===== src/rtl/simon_round_ctrl.sv =====
// -----------------------------------------------------------------------------
// simon_round_ctrl
// Iterative SIMON 128/128 encryption engine. One Feistel round per clock with
// the key schedule expanded on the fly alongside the rounds. The plaintext and
// key are taken over a valid/ready handshake in IDLE and the ciphertext is held
// on ct_x/ct_y, with out_valid high, until the consumer accepts it.
//
// Parameters
//   WORD_SIZE  Feistel half-word width n (only 64 is supported)
//   ROUNDS     round count T (68 for SIMON 128/128)
//
// Ports
//   clk        rising-edge clock
//   rst_n      asynchronous active-low reset, aborts any operation
//   in_valid   plaintext/key offered
//   in_ready   engine can accept (IDLE only)
//   pt_x/pt_y  plaintext upper/lower words, sampled on the accept edge
//   key_hi     key word k1
//   key_lo     key word k0, used in round 0
//   busy       high while rounds are executing
//   out_valid  ciphertext valid and held stable
//   out_ready  consumer accepts ciphertext (honoured in DONE only)
//   ct_x/ct_y  ciphertext upper/lower words
// -----------------------------------------------------------------------------
module simon_round_ctrl #(
    parameter int WORD_SIZE = 64,
    parameter int ROUNDS    = 68
) (
    input  logic                 clk,
    input  logic                 rst_n,
    input  logic                 in_valid,
    output logic                 in_ready,
    input  logic [WORD_SIZE-1:0] pt_x,
    input  logic [WORD_SIZE-1:0] pt_y,
    input  logic [WORD_SIZE-1:0] key_hi,
    input  logic [WORD_SIZE-1:0] key_lo,
    output logic                 busy,
    output logic                 out_valid,
    input  logic                 out_ready,
    output logic [WORD_SIZE-1:0] ct_x,
    output logic [WORD_SIZE-1:0] ct_y
);

    // z2 constant sequence, bit 0 of the sequence is the MSB of this literal.
    localparam logic [61:0] Z2 =
        62'b10101111011100000011010010011000101000010001111110010110110011;
    localparam logic [6:0] LAST_RND = 7'(ROUNDS - 1);

    typedef enum logic [1:0] {
        S_IDLE = 2'd0,
        S_RUN  = 2'd1,
        S_DONE = 2'd2
    } state_t;

    state_t                 r_state;
    state_t                 w_state_nxt;
    logic                   w_load;
    logic                   w_step;

    logic [WORD_SIZE-1:0]   r_x;
    logic [WORD_SIZE-1:0]   r_y;
    logic [WORD_SIZE-1:0]   r_ka;
    logic [WORD_SIZE-1:0]   r_kb;
    logic [6:0]             r_rnd;
    logic [5:0]             r_zidx;

    logic [WORD_SIZE-1:0]   w_f;
    logic [WORD_SIZE-1:0]   w_t0;
    logic [WORD_SIZE-1:0]   w_t;
    logic                   w_zbit;
    logic [WORD_SIZE-1:0]   w_knew;

    function automatic logic [WORD_SIZE-1:0] rotl(input logic [WORD_SIZE-1:0] v,
                                                  input int unsigned j);
        return (v << j) | (v >> (WORD_SIZE - j));
    endfunction

    function automatic logic [WORD_SIZE-1:0] rotr(input logic [WORD_SIZE-1:0] v,
                                                  input int unsigned j);
        return (v >> j) | (v << (WORD_SIZE - j));
    endfunction

    // ---------------------------------------------------------------- FSM
    always_ff @(posedge clk or negedge rst_n) begin
        if (!rst_n) begin
            r_state <= S_IDLE;
        end else begin
            r_state <= w_state_nxt;
        end
    end

    always_comb begin
        w_state_nxt = r_state;
        in_ready    = 1'b0;
        busy        = 1'b0;
        out_valid   = 1'b0;
        w_load      = 1'b0;
        w_step      = 1'b0;
        case (r_state)
            S_IDLE: begin
                in_ready = 1'b1;
                if (in_valid) begin
                    w_load      = 1'b1;
                    w_state_nxt = S_RUN;
                end
            end
            S_RUN: begin
                busy   = 1'b1;
                w_step = 1'b1;
                // Final round's update lands on the same edge as the exit.
                if (r_rnd == LAST_RND) begin
                    w_state_nxt = S_DONE;
                end
            end
            S_DONE: begin
                out_valid = 1'b1;
                if (out_ready) begin
                    w_state_nxt = S_IDLE;
                end
            end
            default: begin
                w_state_nxt = S_IDLE;
            end
        endcase
    end

    // ---------------------------------------------------------- datapath
    always_comb begin
        w_f    = (rotl(r_x, 1) & rotl(r_x, 8)) ^ rotl(r_x, 2);
        w_t0   = rotr(r_kb, 3);
        w_t    = w_t0 ^ rotr(w_t0, 1);
        w_zbit = Z2[6'd61 - r_zidx];
        w_knew = ~r_ka ^ w_t ^ {{(WORD_SIZE-1){1'b0}}, w_zbit} ^ WORD_SIZE'(3);
    end

    always_ff @(posedge clk or negedge rst_n) begin
        if (!rst_n) begin
            r_x    <= '0;
            r_y    <= '0;
            r_ka   <= '0;
            r_kb   <= '0;
            r_rnd  <= '0;
            r_zidx <= '0;
        end else if (w_load) begin
            r_x    <= pt_x;
            r_y    <= pt_y;
            r_ka   <= key_lo;
            r_kb   <= key_hi;
            r_rnd  <= '0;
            r_zidx <= '0;
        end else if (w_step) begin
            r_x    <= r_y ^ w_f ^ r_ka;
            r_y    <= r_x;
            r_ka   <= r_kb;
            r_kb   <= w_knew;
            r_rnd  <= r_rnd + 7'd1;
            r_zidx <= (r_zidx == 6'd61) ? 6'd0 : r_zidx + 6'd1;
        end
    end

    assign ct_x = r_x;
    assign ct_y = r_y;

endmodule


===== config.mk =====
export PLATFORM = sky130hd
export DESIGN_NAME = simon_round_ctrl
export DESIGN_NICKNAME = d
export VERILOG_FILES = /design/src/rtl/simon_round_ctrl.sv
export SDC_FILE = /design/constraint.sdc
export NUM_CORES = 1
export LEC_CHECK = 0
export ABC_AREA = 1
export BUFFER_PORTS_ARGS = -buffer_cell sky130_fd_sc_hd__buf_2
export CORE_ASPECT_RATIO = 1.4
export CORE_MARGIN = 3
export CORE_UTILIZATION = 58
export DETAILED_ROUTE_END_ITERATION = 10
export PLACE_DENSITY = 0.86
export SYNTH_ARGS = -nofsm -noshare
export SYNTH_HDL_FRONTEND = slang
export SYNTH_SLANG_ARGS = --single-unit

===== constraint.sdc =====
create_clock -name clk -period 3.86 [get_ports clk]
set_input_delay 0.386 -clock clk [delete_from_list [all_inputs] [get_ports clk]]
set_output_delay 0.386 -clock clk [all_outputs]
set_load 0.005 [all_outputs]

# Word-level counts from Yosys, hierarchy flattened
# Memories as Yosys holds them, arrays and structs flattened.
# Cells that the tools add are included.
[classes]
add_sub_neg = 3
order_cmp = 1
n_eq_ne = 7
n_mux = 23
n_bitwise = 14
reduce_logical = 3
[ops]
columns = ["operator", "count"]
rows = [
  ["$mux 64", 8],
  ["$xor 64x64->64", 5],
  ["$and 64x64->64", 1],
  ["$not 64->64", 1],
  ["$or 61x64->64", 1],
  ["$or 63x64->64", 1],
  ["$or 64x1->64", 1],
  ["$or 64x2->64", 1],
  ["$or 64x8->64", 1],
  ["$xor 64x1->64", 1],
  ["$mux 6", 3],
  ["$mux 7", 2],
  ["$add 7x1->7 const B", 1],
  ["$eq 7x7->1 const B", 1],
  ["$lt 6x7->1 const B", 1],
  ["$add 6x1->6 const B", 1],
  ["$eq 6x6->1 const B", 1],
  ["$mux 1", 6],
  ["$mux 2", 3],
  ["$ne 2x2->1 const B", 3],
  ["$pmux 2 s3", 1],
  ["$sub 6x6->6 const A", 1],
  ["$reduce_and 3->1", 1],
  ["$eq 2x1->1 const B", 1],
  ["4 further kinds", 4],
]
[totals]
ff_bits = 271
mem_bits_ro = 64
input_bits = 260
out_inout_bits = 131
elab_cells = 59
memories = 1
[mem_list]
columns = ["memory", "depth", "width", "read_ports", "rd_clocked_by_memory_dff", "wr", "line_no", "rtl"]
rows = [
  ["(name not given)", 64, 1, 1, 0, 0, "132", "w_zbit = Z2[6'd61 - r_zidx];"],
]

# Depth between registers and ports, before layout
# Gate-level depths: netlist of the first run.
[logic_depth]
depth_word = 8
ltp_mapped = 15
depth_no_buf = 14

# Least setup slack after synthesis of the first run
# No wires, ideal clock.
[synth_path]
path_kind = "reg2reg"
startpoint = "register r_zidx[1]"
endpoint = "register r_kb[0]"
setup_time_ps = 116
arrival_ps = 1695
required_ps = 3744
slack_ps = 2049
path_stages_with_launch = 16
path_buffers = 1
synth_period_minus_slack_ps = 1811
path_cell_list = "dfrtp_1 inv_1 ha_1 buf_2 inv_1 nand2_1 nand2_1 nand2_1 nand2_1 nand2_1 nand3_1 nand2_1 nand2_1 nand3_1 nand2_1 nand2_1"
[synth_between]
elab_chain_len = 7
[synth_rtl]
columns = ["item", "line_no", "rtl"]
rows = [
  ["start: declaration", "65", "logic [5:0] r_zidx;"],
  ["start signal: assignment", "157", "r_zidx <= (r_zidx == 6'd61) ? 6'd0 : r_zidx + 6'd1;"],
  ["$sub 6x6->6", "132", ""],
  ["$mem_v2 64x1", "-", ""],
  ["$mux 1 (implied by the code)", "132", ""],
  ["$xor 64x1->64", "133", "w_knew = ~r_ka ^ w_t ^ {{(WORD_SIZE-1){1'b0}}, w_zbit} ^ WORD_SIZE'(3);"],
  ["$not 2->2 (no line)", "-", ""],
  ["$mux 64", "151", "end else if (w_step) begin"],
  ["$mux 64", "144", "end else if (w_load) begin"],
  ["end signal: assignment", "148", "r_kb <= key_hi;"],
  ["end signal: assignment", "155", "r_kb <= w_knew;"],
  ["end: declaration", "63", "logic [WORD_SIZE-1:0] r_kb;"],
]
# Every way passes these cells. The select of a mux whose other input is x is not followed.
# A chain may end at the register's enable or synchronous reset.

# Final worst setup path of the first run
[layout_path]
startpoint = "register r_state[0]"
endpoint = "register r_ka[62]"
[layout_between]
elab_chain_len = 3
elab_cells_between_ends = 6
classes_between = "eq/ne: 1; mux: 3; reduce/logical: 2"
[layout_rtl]
columns = ["item", "line_no", "rtl"]
rows = [
  ["start: declaration", "55", "state_t r_state;"],
  ["start signal: assignment", "88", "r_state <= w_state_nxt;"],
  ["$eq 2x1->1 / $logic_not 2->1 (equally long branches)", "99", "case (r_state)"],
  ["$mux 1", "99", ""],
  ["$reduce_bool 2->1 (no line) / $mux 64 (equally long branches)", "-", ""],
  ["end signal: assignment", "147", "r_ka <= key_lo;"],
  ["end signal: assignment", "154", "r_ka <= r_kb;"],
  ["end: declaration", "62", "logic [WORD_SIZE-1:0] r_ka;"],
]
# Several ways; a longest one is shown, not always the timed one.

==> flow_metrics.tcl, run 1 <==
set metrics [dict create \
    outcome "finished clean" \
    slowest_stage "buf_12" \
    worstPathArrival_ps 3060 \
    reg2reg_from "r_state[0]" \
    routedWlPerCell_um 19.4 \
    cp_data_required_time_ps 4290 \
    multi_input_area_sq_um 7510 \
    setup_ws_ps 1240 \
    regArea_sq_um 6780 \
    finalCoreUtilization_pct 71.2 \
    antenna_found_initial 4 \
    synth_top_area_share_pct 44.3 \
    power_density_nw_per_um2 983 \
    ioPinCount 391 \
    synthFlopType "dfrtp_1" \
    period_share_pct 68.0 \
    synth_common_cells "382 x nand2_1, 271 x dfrtp_1, 197 x xor2_1" \
    final_area_sq_um 18200 \
    drt_wl_total_mm 47.8 \
    switching_share_pct 43.9 \
    max_freq_ghz 0.381 \
    floorplan.initialDensity_pct 59.7 \
    cts_sinks 271 \
    slew_viol_final 0 \
    rsz0062_at_grt "false" \
    fillerInstances 1890 \
    max_cap_viol_count 0 \
    cts-hold-fix-buffers 1 \
    async_flop_share_pct 100 \
    dp_slack_ps 1430 \
    cp-start-kind "flip-flop" \
    cts_buffer_depth 3 \
    cts_made_buffers 27 \
    dp_cells 2420 \
    power_frac_comb_pct 48.9 \
    ys_seq_area_share_pct 44.3 \
    via_count 14564 \
    clockRootBuffer "clkbuf_16" \
    viasPerCell 5.90 \
    grt_max_degree 259 \
    path_delay_family "buffers and inverters" \
    power.total_mw 17.9 \
    synth_most_common_cell "nand2_1" \
    portBuffers 390 \
    worstSetupPathType "flip-flop to flip-flop" \
    irDropWorstVdd_uv 556 \
    htreeDepth 1 \
    clk_pin_slew_ps 60 \
    worstPathMaxFanout 258 \
    skew_ps 13.7 \
    tightest_slew_ps 1250 \
    syn_area_per_cell_sq_um 8.49 \
    synth_edf_count 0 \
    first_pass_iters 5 \
    die_x_um 143 \
    fin_cells 2467 \
    yosysWarnings 0 \
    slew_headroom_pct 16.8 \
    power.internal_mw 10.1 \
    p_clk_share_pct 14.1 \
    min_period_ps 2620 \
    ant_nets 0 \
    syn_inst 1801 \
    ys_types 26 \
    die_h_um 198 \
    yosys.area.top_type "dfrtp_1" \
    synth_fp_nets 2070 \
    dieArea_sq_um 28400 \
    power.leakage_nw 8.57 \
    cts_resized 0 \
    p_switching_mw 7.88 \
    crit_start "r_state[0]" \
    hpwlAfterDp_mm 32.6 \
    gp_congestion 0.917 \
    min_from "out_ready" \
    place_area_sq_um 17400 \
    setup_violations 0 \
    worstPathBufferInverterCount 2 \
    drive_gt1_share_pct 20.8 \
    final_hold_viol_count 0 \
    cts_tree "built" \
    seqPwrFrac_pct 37.0 \
    path_cells "nor2_2, nand2_4, inv_8, buf_12, nand2_1, o211ai_1" \
    whs_ps 65.8 \
    drt_iter0_drc 1353 \
    endpoint_kind "flip-flop" \
    fin_setup_tns_ps 0 \
    hold_path_class "input pin to flip-flop" \
    grt_pass1_vias 14474 \
    grt_pass1_wl_mm 74.9 \
    num-nets-final 2400 \
    syn_area_sq_um 15300 \
    coreArea_sq_um 25600 \
    grt.total_usage_pct 32.8 \
    area.growth.synth_to_final_pct 19.3 \
    drc_errors 0 \
    grt_overflow 0 \
    cp_slowest_stage_delay_ps 690 \
    yosys_register_bits 271 \
    clk_latency_ps 540 \
    post_cts_buffers 0 \
    synth.area.top_cells "dfrtp_1 44%, xor2_1 11%, nand2_1 9.4%" \
    placementRows 69 \
]
==> final timing paths <==
| kind | endpoint | slack (ps) | depth (start not counted) |
|---|---|---|---|
| max in group asynchronous | r_ka[23] | 2360 | 3 |
| worst max-delay path | r_ka[62] | 1240 | 6 |
| min in group asynchronous | r_ka[36] | 450 | 2 |
| worst min register to register | r_rnd[0] | 520 | 1 |
| worst min-delay path | r_state[1] | 70 | 2 |
| worst max register to register | r_ka[62] | 1240 | 6 |
==> layout make-up <==
| class | count | area share (%) |
|---|---|---|
| multi-input cells | 1275 | 41.2 |
| diodes | 4 | 0.0549 |
| repair buffers | 403 | 11.7 |
| inverters | 153 | 3.23 |
| clock inverters | 6 | 0.322 |
| well taps | 319 | 2.19 |
| flip-flops and latches | 271 | 37.2 |
| clock buffers | 36 | 4.16 |
==> logic make-up after synthesis <==
kind of cell	synth area share [%]
buf+inv	6.64
xor+xnor	18.6
simple gates	13.6
flops	44.3
compound gates	16.1
fa+ha+maj	0.736
==> registers in the layout (all words and copies together) (netlist names) <==
register  flops
ct_x         64
ct_y         64
r_ka         64
r_kb         64
r_rnd         7
r_state       2
r_zidx        6
==> cells in the final DEF, fill, tap and decap left out, types with 2 or more instances in the layout <==
cell type / instances
xnor2_1: 127
dfrtp_1: 271
buf_2: 389
nand2_1: 382
nor3_1: 2
clkbuf_8: 5
ha_1: 9
nand3_1: 19
inv_6: 2
o21ai_0: 109
inv_1: 150
clkbuf_16: 27
nor2_1: 137
buf_4: 6
xor2_1: 197
diode_2: 4
o211ai_1: 121
nor2_2: 2
clkinv_2: 4
buf_12: 6
o22ai_1: 129
clkbuf_1: 4
o21ai_1: 33
==> worst register-to-register path, cell delays in order, from the launching register on <==
cell and delay, ps:
dfrtp_1 390, nor2_2 180, nand2_4 370, inv_8 180
buf_12 690, nand2_1 530, o211ai_1 180
==> routing by layer <==
layer	vias to the layer above	GRT usage, %	routed length (um)
li1	6561	-	-
met1	6922	40.9	17200
met2	876	55.1	23800
met3	205	4.30	3820
met4	0	17.9	3010
met5	-	0	0
==> power by group through the flow <==
stage          combinational (mW)  clock [mW]  sequential (mW)
2_1_floorplan                6.55           0             5.95
3_3_place_gp                 8.24           0             6.53
3_5_place_dp                 8.62           0             6.59
4_1_cts                      8.77        2.56             6.57
5_1_grt                      9.90        2.66             6.77
6_report                     8.78        2.53             6.63
Power figures use the tool's default switching activity.
==> run 2, diff against run 1 <==
--- a/config.mk
+++ b/config.mk
@@ -9,9 +9,9 @@
 export BUFFER_PORTS_ARGS = -buffer_cell sky130_fd_sc_hd__buf_2
 export CORE_ASPECT_RATIO = 1.4
 export CORE_MARGIN = 3
-export CORE_UTILIZATION = 58
+export CORE_UTILIZATION = 54
 export DETAILED_ROUTE_END_ITERATION = 10
-export PLACE_DENSITY = 0.86
+export PLACE_DENSITY = 0.81
 export SYNTH_ARGS = -nofsm -noshare
 export SYNTH_HDL_FRONTEND = slang
 export SYNTH_SLANG_ARGS = --single-unit
==> constraint.sdc (replaced) <==
create_clock -name clk -period 2.45 [get_ports clk]
set_input_delay 0.245 -clock clk [delete_from_list [all_inputs] [get_ports clk]]
set_output_delay 0.245 -clock clk [all_outputs]
set_load 0.005 [all_outputs]
==> run 2 against run 1 <==
  * Critical path depth is 7 higher
  * Combinational power is 62% higher
  * Sequential power is 57% higher
  * Global-route usage is 0.63 points higher
  * Non-clock buffer count is 144 higher
  * Via count is 5.0% higher
  * Worst hold slack worse by 58 ps
  * Count of clock-buffer cells in the layout is 7 higher
  * Critical path type unchanged
  * Highest routed layer is now met5
==> flow_metrics.tcl, run 2 (same netlist as run 1, synthesis figures left out) <==
set metrics [dict create \
    hold_path_class "input pin to flip-flop" \
    dp_slack_ps 400 \
    cts_tree "built" \
    cp_data_required_time_ps 2880 \
    power.total_mw 28.7 \
    grt.total_usage_pct 33.4 \
    final_hold_viol_count 0 \
    tightest_slew_ps 842 \
    power_density_nw_per_um2 1450 \
    crit_start "r_zidx[1]" \
    slew_viol_final 0 \
    outcome "finished clean" \
    worstPathArrival_ps 2540 \
    endpoint_kind "flip-flop" \
    placementRows 72 \
    gp_congestion 0.905 \
    irDropWorstVdd_uv 797 \
    cts_made_buffers 27 \
    fillerInstances 1995 \
    routedWlPerCell_um 19.6 \
    fin_setup_tns_ps 0 \
    final_common_cell "buf_2" \
    num-nets-final 2544 \
    drt_wl_total_mm 52.3 \
    cts_buffer_depth 3 \
    r2r_cells 13 \
    r2r-end "r_kb[0]" \
    layout_common_cells "389 x buf_2, 382 x nand2_1, 271 x dfrtp_1" \
    dieArea_sq_um 30400 \
    hpwlAfterDp_mm 33.4 \
    ff2ff_setup_slack_ps 340 \
    min_from "key_hi[3]" \
    worstPathMaxFanout 9 \
    grt_max_degree 137 \
    cts_sinks 271 \
    die_h_um 205 \
    reg2reg_from "r_zidx[1]" \
    holdPathStages 3 \
    setup_ws_ps 341 \
    clk_latency_ps 540 \
    grt_pass1_vias 15725 \
    max_cap_viol_count 0 \
    grt_overflow 0 \
    worstSetupPathType "flip-flop to flip-flop" \
    finalCoreUtilization_pct 71.5 \
    drive_gt1_share_pct 19.9 \
    whs_endpoint "r_kb[3]" \
    ant_nets 0 \
    max_freq_ghz 0.474 \
    clk_pin_slew_ps 60 \
    setup_violations 0 \
    viasPerCell 5.73 \
    drc_errors 0 \
    slew_headroom_pct 43.9 \
    htreeDepth 1 \
    coreArea_sq_um 27700 \
    cp-start-kind "flip-flop" \
    die_x_um 148 \
    floorplan.initialDensity_pct 55.1 \
    ioPinCount 391 \
    cts_resized 0 \
    antenna_found_initial 3 \
    grt_pass1_wl_mm 81.8 \
    period_share_pct 86.1 \
    area.growth.synth_to_final_pct 29.6 \
    rsz0062_at_grt "false" \
    skew_ps 10.1 \
    portBuffers 390 \
    clockRootBuffer "clkbuf_16" \
    power.leakage_nw 9.21 \
    via_count 15288 \
    drt_iter0_drc 1319 \
    min_period_ps 2110 \
    first_pass_iters 5 \
]
run 2: cell count changes in the layout (fill, tap and decap cells not counted):
| cell | before | now |
|---|---|---|
| buf_12 | 6 | 11 |
| buf_4 | 6 | 9 |
| clkbuf_1 | 4 | 9 |
| clkbuf_8 | 5 | 7 |
| clkinv_2 | 4 | 3 |
| clkinvlp_4 | 0 | 1 |
| diode_2 | 4 | 2 |
| dlygate4sd3_1 | 1 | 137 |
| inv_6 | 2 | 1 |
run 2: stage by stage:
stage,instances,hold WS (ps),cell area (sq um)
after detailed placement,2479,256,17600
after floorplan,1801,-50.6,15300
final,2666,7.71,19800
after global routing,2666,13.6,19800
after global placement,2479,246,17600
after CTS,2664,0.272,19800
run 2: area by class of cell:
type | instances | area, sq um | area share (%)
clock inverters | 5 | 52.6 | 0.265
clock buffers | 43 | 806 | 4.06
inverters | 153 | 589 | 2.97
multi-input cells | 1275 | 7510 | 37.9
flip-flops and latches | 271 | 6780 | 34.2
repair buffers | 547 | 3620 | 18.3
diodes | 2 | 5.00 | 0.0252
well taps | 370 | 463 | 2.33
run 2: metal layers:
layer | vias to the layer above | routed length (um) | share of wire (%) | global-route usage, %
met4 | 2 | 3750 | 7.2 | 21.4
met5 | - | 13 | 0.025 | 0
li1 | 6857 | - | - | -
met1 | 7292 | 18500 | 35 | 39.8
met2 | 888 | 26000 | 50 | 56.2
met3 | 249 | 4020 | 7.7 | 5.24
run 2: critical path: stages, from the launching register on:
cell,delay [ps]
dfrtp_1,520
inv_1,190
ha_1,460
inv_1,130
nand2_1,100
nand2_1,60
nand2_1,70
nand3_1,90
nand3_1,110
nand2_1,60
nand2_1,50
nand3_1,60
nand2_1,60
nand2_1,50
run 2: how the worst max path moves through the flow:
| stage | end | slack (ps) | cells past startpoint |
|---|---|---|---|
| floorplan | r_kb[0] | 640 | 15 |
| global placement | r_ka[18] | 520 | 6 |
| detailed placement | r_kb[0] | 400 | 13 |
| CTS | r_kb[0] | 370 | 13 |
| global route | r_kb[0] | 110 | 14 |
| finish | r_kb[0] | 340 | 13 |
run 2: repair_timing:
item	in CTS	in global routing
buffers inserted	0	0
hold endpoints to repair	195	0
hold buffers	137	0
run 2: power breakdown:
| group | internal (mW) | switching (mW) | leakage (nW) |
|---|---|---|---|
| combinational | 6.81 | 7.36 | 5.59 |
| sequential | 6.96 | 3.47 | 3.21 |
| clock | 2.34 | 1.79 | 0.420 |
| total | 16.1 | 12.6 | 9.21 |
==> run 3, diff against run 2 <==
==> constraint.sdc (replaced) <==
create_clock -name clk -period 2.3 [get_ports clk]
set_input_delay 0.23 -clock clk [delete_from_list [all_inputs] [get_ports clk]]
set_output_delay 0.23 -clock clk [all_outputs]
set_load 0.005 [all_outputs]
==> run 3 against run 2 <==
  * Final cell count grew 2.6%
  * Global-route usage is 2.6 points higher
  * Worst hold slack lost 7.6 ps
  * Core utilization grew 2.6 points
  * Combinational power is 11% higher
  * Critical path depth did not move
  * Critical path type unchanged
  * First-iteration DRC count up 14%
  * Register-to-register slack got worse by 50 ps
  * Clock power grew 10%
  * Sequential cell count unchanged
  * Maximum frequency increased by 5.0%
  * Non-clock buffer count rose by 66
==> flow_metrics.tcl, run 3 (same netlist as run 1, synthesis figures left out) <==
set metrics [dict create \
    outcome "finished clean" \
    ant_nets 0 \
    antenna_found_initial 1 \
    worstPathArrival_ps 2450 \
    endpoint_kind "flip-flop" \
    gp_congestion 0.888 \
    grt_pass1_wl_mm 87.7 \
    grt_max_degree 137 \
    whs_endpoint "ct_x[7]" \
    ioPinCount 391 \
    final_area_sq_um 20600 \
    clockRootBuffer "clkbuf_16" \
    clk_pin_slew_ps 70 \
    floorplan.initialDensity_pct 55.1 \
    worstPathMaxFanout 9 \
    slew_headroom_pct 47.1 \
    rsz0062_at_grt "false" \
    switching_share_pct 44.8 \
    post_cts_buffers 0 \
    fin_setup_tns_ps 0 \
    min_from "pt_x[7]" \
    dp_cells 2477 \
    htreeDepth 1 \
    cp_data_required_time_ps 2740 \
    setup_violations 0 \
    area.growth.synth_to_final_pct 34.4 \
    drt_wl_total_mm 56.0 \
    power_density_nw_per_um2 1530 \
    cp-start-kind "flip-flop" \
    tightest_slew_ps 794 \
    placementRows 72 \
    drc_errors 0 \
    first_pass_iters 6 \
    ff2ff_setup_slack_ps 290 \
    power_frac_comb_pct 49.8 \
    place_area_sq_um 17600 \
    grt_overflow 0 \
    min_period_ps 2010 \
    viasPerCell 5.91 \
    drt_iter0_drc 1510 \
    fillerInstances 1824 \
    power.leakage_nw 9.51 \
    whs_ps 0.0607 \
    p_switching_mw 14.1 \
    fin_cells 2734 \
    seqPwrFrac_pct 35.7 \
    grt_pass1_vias 16623 \
    grt.total_usage_pct 36.0 \
    final_common_cell "buf_2" \
    cts_tree "built" \
    irDropWorstVdd_uv 832 \
    r2r_cells 13 \
    hpwlAfterDp_mm 32.6 \
    cts_made_buffers 28 \
    die_x_um 148 \
    slew_viol_final 0 \
    p_clk_share_pct 14.5 \
    skew_ps 14.5 \
    via_count 16168 \
    drive_gt1_share_pct 19.3 \
    reg2reg_from "r_zidx[1]" \
    r2r-end "r_kb[0]" \
    clk_latency_ps 560 \
    worstSetupPathType "flip-flop to flip-flop" \
    cts_buffer_depth 3 \
    routedWlPerCell_um 20.5 \
    holdPathStages 3 \
    num-nets-final 2611 \
    hold_path_class "input pin to flip-flop" \
    period_share_pct 87.4 \
    finalCoreUtilization_pct 74.1 \
    final_hold_viol_count 0 \
    max_cap_viol_count 0 \
    portBuffers 390 \
    coreArea_sq_um 27700 \
    max_freq_ghz 0.498 \
    dieArea_sq_um 30400 \
    die_h_um 205 \
    power.internal_mw 17.3 \
    cts_sinks 271 \
    layout_common_cells "389 x buf_2, 382 x nand2_1, 270 x dfrtp_1" \
]
run 3: layout make-up:
cell class,count,area (sq um),area share (%)
inverter,153,589,2.87
sequential,271,6780,33.0
clock inverter,6,57.6,0.280
multi-input combinational,1275,7510,36.5
timing repair buffer,613,4310,21.0
tap,370,463,2.25
antenna,2,5.00,0.0244
clock buffer,44,832,4.05
run 3: worst max-delay path, cell delays in order, from the launching register on:
cell and delay (ps):
dfrtp_2 450, inv_1 140, ha_2 430, inv_1 100
nor2_1 140, nor2_1 60, nand2_1 80, nand2_1 60
nand2_1 50, nand3_1 90, nand3_1 100, nand3_1 70
nand2_1 80, nand2_1 50
run 3: per-stage QoR:
stage | power (mW) | setup WS (ps)
after floorplan | 21.0 | 489
after global placement | 24.8 | 386
after detailed placement | 25.5 | 194
after CTS | 30.5 | 181
after global routing | 33.6 | 119
final | 31.4 | 290
run 3: metal layers:
layer  vias to the layer above  part of all wire (%)  global-route usage [%]
met5                         -                     0                       0
met4                         0                   8.4                    26.3
met3                       358                   8.7                    6.26
met2                      1164                    49                    59.6
met1                      7654                    34                    41.8
li1                       6992                     -                       -
run 3: worst max-delay path by stage:
| stage | startpoint | end | slack (ps) | depth (start not counted) |
|---|---|---|---|---|
| after floorplan | r_zidx[1] | r_kb[0] | 490 | 15 |
| after global placement | r_zidx[1] | r_kb[0] | 390 | 14 |
| after detailed placement | r_zidx[1] | r_kb[0] | 190 | 13 |
| after CTS | r_zidx[1] | r_kb[0] | 180 | 13 |
| after global routing | r_zidx[1] | r_kb[0] | 120 | 13 |
| final | r_zidx[1] | r_kb[0] | 290 | 13 |
run 3: what timing repair did:
item	in CTS	in global routing
setup endpoints to repair	0	1
hold buffers	204	1
resized for setup	0	2
endpoints found under the hold margin	259	1
run 3: power by group through the flow:
stage | registers [mW] | logic, mW | clock network, mW
global route | 11.4 | 17.3 | 4.78
detailed placement | 11.0 | 14.4 | 0
finish | 11.2 | 15.7 | 4.56
CTS | 11.0 | 14.9 | 4.56
floorplan | 9.98 | 11.0 | 0
global placement | 10.9 | 13.9 | 0
